[config.mk]
export PLATFORM = sky130hd
export DESIGN_NAME = gray_seq_ctrl
export DESIGN_NICKNAME = d
export VERILOG_FILES = /design/src/rtl/gray_seq_ctrl.sv
export SDC_FILE = /design/constraint.sdc
export NUM_CORES = 1
export LEC_CHECK = 0
export ABC_AREA = 1
export BUFFER_PORTS_ARGS = -buffer_cell sky130_fd_sc_hd__buf_2
export CORE_ASPECT_RATIO = 1.75
export CORE_UTILIZATION = 50
export CTS_CLUSTER_SIZE = 14
export DETAILED_ROUTE_END_ITERATION = 8
export PLACE_DENSITY = 0.72
export SETUP_SLACK_MARGIN = 0.3
export SKIP_LAST_GASP = 1
export SLEW_MARGIN = 20
export SYNTH_ARGS = -nofsm -noshare
export SYNTH_HDL_FRONTEND = slang
export SYNTH_SLANG_ARGS = --single-unit
[constraint.sdc]
create_clock -name clk -period 1.62 [get_ports clk]
set_input_delay 0.324 -clock clk [delete_from_list [all_inputs] [get_ports clk]]
set_output_delay 0.324 -clock clk [all_outputs]
set_load 0.1 [all_outputs]
[src/rtl/gray_seq_ctrl.sv]
// Run controller for the 4-bit Gray counter/transition detector: clears the counter,
// enables it for a budgeted number of advances and reports hits, step legality and the final code.
module gray_seq_ctrl #(
  parameter int STEP_W = 8,
  parameter int DCNT_W = 4
) (
  input  logic              clk,
  input  logic              rst,
  input  logic              start,
  input  logic [STEP_W-1:0] steps,
  input  logic              stop_on_det,
  input  logic              hold,
  input  logic [3:0]        gray_in,
  input  logic              det_in,
  output logic              cnt_rst,
  output logic              cnt_en,
  output logic              busy,
  output logic              done,
  output logic [DCNT_W-1:0] det_count,
  output logic [3:0]        last_gray,
  output logic              err
);

  typedef enum logic [1:0] {
    IDLE = 2'd0,
    CLR  = 2'd1,
    RUN  = 2'd2,
    FIN  = 2'd3
  } state_t;

  state_t            state_r;
  state_t            state_nxt_s;
  logic [STEP_W-1:0] remaining_r;
  logic              stop_lat_r;
  logic              en_d_r;
  logic              done_r;
  logic              err_r;
  logic [3:0]        gray_prev_r;
  logic [3:0]        last_gray_r;
  logic [DCNT_W-1:0] det_count_r;
  logic              start_acc_s;
  logic              stop_hit_s;
  logic              cnt_en_s;
  logic              step_ok_s;

  // A legal Gray advance flips exactly one bit.
  function automatic logic single_bit_change(input logic [3:0] cur, input logic [3:0] prev);
    logic [3:0] diff;
    diff = cur ^ prev;
    return (diff != 4'b0000) && ((diff & (diff - 4'b0001)) == 4'b0000);
  endfunction

  assign start_acc_s = (state_r == IDLE) & start;
  assign stop_hit_s  = stop_lat_r & det_in;
  assign step_ok_s   = single_bit_change(gray_in, gray_prev_r);

  // State register
  always_ff @(posedge clk) begin
    if (rst) begin
      state_r <= IDLE;
    end else begin
      state_r <= state_nxt_s;
    end
  end

  // Next-state logic; the last enabled advance and a latched-stop hit both end the run
  always_comb begin
    state_nxt_s = state_r;
    case (state_r)
      IDLE: begin
        if (start) state_nxt_s = CLR;
        else       state_nxt_s = IDLE;
      end
      CLR: begin
        if (remaining_r != {STEP_W{1'b0}}) state_nxt_s = RUN;
        else                               state_nxt_s = FIN;
      end
      RUN: begin
        if (stop_hit_s)                                       state_nxt_s = FIN;
        else if (cnt_en_s && (remaining_r == STEP_W'(1)))     state_nxt_s = FIN;
        else                                                  state_nxt_s = RUN;
      end
      FIN:     state_nxt_s = IDLE;
      default: state_nxt_s = IDLE;
    endcase
  end

  // Counter control outputs, decoded from the current state
  always_comb begin
    cnt_en_s = (state_r == RUN) & ~hold & ~stop_hit_s;
    cnt_en   = cnt_en_s;
    cnt_rst  = rst | (state_r == CLR);
    busy     = (state_r != IDLE);
  end

  // Step budget and stop mode, latched with an accepted start
  always_ff @(posedge clk) begin
    if (rst) begin
      remaining_r <= {STEP_W{1'b0}};
      stop_lat_r  <= 1'b0;
    end else if (start_acc_s) begin
      remaining_r <= steps;
      stop_lat_r  <= stop_on_det;
    end else if (cnt_en_s) begin
      remaining_r <= remaining_r - STEP_W'(1);
    end
  end

  // Advance monitor and run results; en_d_r marks the cycle showing a fresh counter value
  always_ff @(posedge clk) begin
    if (rst) begin
      en_d_r      <= 1'b0;
      gray_prev_r <= 4'b0000;
      det_count_r <= {DCNT_W{1'b0}};
      err_r       <= 1'b0;
      done_r      <= 1'b0;
      last_gray_r <= 4'b0000;
    end else begin
      en_d_r      <= cnt_en_s;
      gray_prev_r <= gray_in;
      done_r      <= (state_r == FIN);
      if (state_r == FIN) last_gray_r <= gray_in;
      if (start_acc_s) begin
        det_count_r <= {DCNT_W{1'b0}};
        err_r       <= 1'b0;
      end else if (en_d_r) begin
        if (!step_ok_s) err_r <= 1'b1;
        if (det_in && (det_count_r != {DCNT_W{1'b1}})) det_count_r <= det_count_r + DCNT_W'(1);
      end
    end
  end

  assign done      = done_r;
  assign det_count = det_count_r;
  assign last_gray = last_gray_r;
  assign err       = err_r;

endmodule

==> flow_metrics.py <==
metrics = {
    "pwr": {
        "p_leak_nw": 0.946,
        "irDropWorstVdd_v": 0.00113,
        "power.total_mw": 3.09,
        "powerDensity_mw_per_mm2": 1520,
    },
    "finish": {
        "mostFrequentLayoutCells": "nand2_1 (55), nor2_1 (24), buf_4 (22), inv_1 (21), dfxtp_1 (20)",
        "drive_gt1_frac": 0.355,
        "nNetsFinal": 287,
        "fin_cells": 286,
        "diodes": 0,
        "final_common_cell": "nand2_1",
        "syn_to_final_growth_pct": 40.3,
        "n_fill_cell": 219,
    },
    "clocking": {
        "clk_pin_slew_ps": 90,
        "tritoncts": "yes",
        "cts_buffers": 3,
        "cts_buffer_depth": 2,
        "clock_latency_ps": 270,
        "clock_sinks": 26,
        "htreeDepth": 1,
        "root_buffer": "clkbuf_8",
        "cts_hold_buf": 0,
    },
    "global_route": {
        "grt_overflow": 0,
        "grt_start_max_net_pins": 15,
        "grt_pass1_wl_um": 5530,
        "antenna_found_initial": 0,
        "grt_pass1_vias": 1316,
        "grt.total_usage": 0.233,
    },
    "route": {
        "wl_per_cell_um": 12.0,
        "wl_um": 3440,
        "vias": 1427,
        "firstDrtPassIters": 4,
        "final_antenna_net_count": 0,
        "post_drt_via_cell_ratio": 4.99,
        "drtIter0Drc": 31,
        "drc": 0,
    },
    "hold_path": {
        "hold_class": "primary input to flop",
    },
    "setup_path": {
        "required_ps": 1300,
        "worst_setup_path_start_kind": "flop",
        "slowest_stage": "dfxtp_2",
        "worst_path_dominant_cell_family": "buffers and inverters",
        "arrival_ps": 1280,
        "cp_num_buf_inv": 4,
        "worstPathCellList": "inv_2 -> buf_4 -> ha_4 -> clkinvlp_4 -> buf_12",
        "critPathCaptureType": "output port",
        "slowest_delay_ps": 350,
        "critPathMaxFanout": 3,
        "critical_path_class": "flop to output port",
    },
    "logic_synthesis": {
        "synth_area_sq_mm": 0.00145,
        "synth_ff_type": "dfxtp_1",
        "yosysSeqAreaShare": 0.360,
        "ys_types": 25,
        "synth_seq_cells": 26,
        "ys_async_sr_fraction": 0,
        "yosysWarnings": 0,
        "synthesis.nets": 239,
        "syn_inst": 212,
        "syn_avg_cell_area_sq_um": 6.82,
        "synth_edf_count": 0,
    },
    "floorplanning": {
        "die_area_sq_mm": 0.00312,
        "die_y_um": 73.1,
        "coreArea_sq_mm": 0.00272,
        "io-pin-count": 31,
        "die_w_um": 42.6,
        "initial_utilization": 0.531,
        "rows": 25,
    },
    "sta": {
        "fmax_mhz": 624,
        "hold_viol": 0,
        "max_slew.worst_pin.slew_ps": 298,
        "hold_ws_ps": 302,
        "slew_headroom": 0.801,
        "period_needed_ps": 1600,
        "fin_skew_ps": 2.42,
        "setup_violations": 0,
        "timing.final.crit_share": 0.989,
        "rsz0062_at_grt": "yes",
        "drv_slew": 0,
    },
    "run": {
        "max_cap_viol_count": 0,
    },
    "placement": {
        "dp_cells": 267,
        "gp_congestion": 0.849,
        "place_hpwl_um": 2410,
        "numPortBuffers": 30,
    },
    "run_status": {
        "status": "finished clean",
    },
}
metrics by stage:
| stage | setup slack, ps | TNS [ps] | util | cell area [sq um] |
|---|---|---|---|---|
| 2_1_floorplan | 242 | 0 | - | 1490 |
| 3_3_place_gp | 201 | 0 | 0.628 | 1710 |
| 3_5_place_dp | 166 | 0 | 0.628 | 1710 |
| 4_1_cts | 10.4 | 0 | 0.703 | 1910 |
| 5_1_grt | -22.1 | -41.8 | 0.745 | 2030 |
| 6_report | 17.4 | 0 | 0.745 | 2030 |
state kept, by name (all words and copies together), names as in the netlist:
signal,count
remaining_r,8
det_count,4
gray_prev_r,4
last_gray,4
state_r,2
done,1
en_d_r,1
err,1
stop_lat_r,1
per-layer routing:
layer | global-route usage | share of wire | vias to the layer above | wire length [um]
met5 | 0 | 0 | - | 0
met1 | 0.230 | 0.37 | 619 | 1260
met4 | 0.115 | 0.028 | 0 | 97
met2 | 0.461 | 0.58 | 43 | 2000
met3 | 0.0173 | 0.026 | 11 | 91
li1 | - | - | 754 | -
final cells by class:
cell class | instances | area [sq um] | share of cell area
clock buffers | 4 | 45.0 | 0.0222
inverters | 33 | 158 | 0.0778
multi-input cells | 151 | 898 | 0.443
flip-flops and latches | 26 | 536 | 0.264
well taps | 27 | 33.8 | 0.0167
repair buffers | 45 | 357 | 0.176
cell families after synthesis:
logic type,synth area share
buffers and inverters,0.0970
AO/OA/AOI/OAI,0.123
flip-flops,0.360
adder cells (fa/ha/maj),0.0779
AND/OR/NAND/NOR,0.324
XOR/XNOR,0.0182
timing repair:
action                     CTS  global route
gates cloned                 0             1
resized for setup           22            21
pin swaps                    4             6
setup endpoints to repair   25            17
buffers inserted            10             4
path summary, 6_finish.rpt:
path                from              to  slack, ps  depth (start not counted)
max           state_r[0]            busy         20                          5
min          stop_on_det      stop_lat_r        300                          3
max reg2reg   state_r[0]  remaining_r[5]         90                         12
min reg2reg          err             err        460                          2
worst register-to-register path, cell delays in order (launching register included):
cell and delay, ps:
dfxtp_2 350, inv_2 80, ha_4 130, inv_2 40, nor2_4 100, nand2_4 90, buf_4 150, buf_8 130
nand2_8 80, inv_8 50, nor3_4 150, nand2_1 60, o21ai_1 60
cells in the mapped netlist (all sizes together) (3+ instances only):
cell	count	area share
nand2	58	0.17
inv	31	0.082
nor2	30	0.092
dfxtp	26	0.36
o21ai	18	0.062
a21oi	14	0.056
nand3	11	0.038
ha	9	0.078
xor2	3	0.018
power by group:
| group | switching, mW | internal, mW | total [mW] | leakage [nW] |
|---|---|---|---|---|
| combinational | 1.11 | 0.711 | 1.82 | 0.706 |
| sequential | 0.126 | 0.763 | 0.889 | 0.217 |
| clock | 0.203 | 0.176 | 0.379 | 0.0228 |
| total | 1.44 | 1.65 | 3.09 | 0.946 |
No activity file was read; power rests on OpenSTA's default activity.
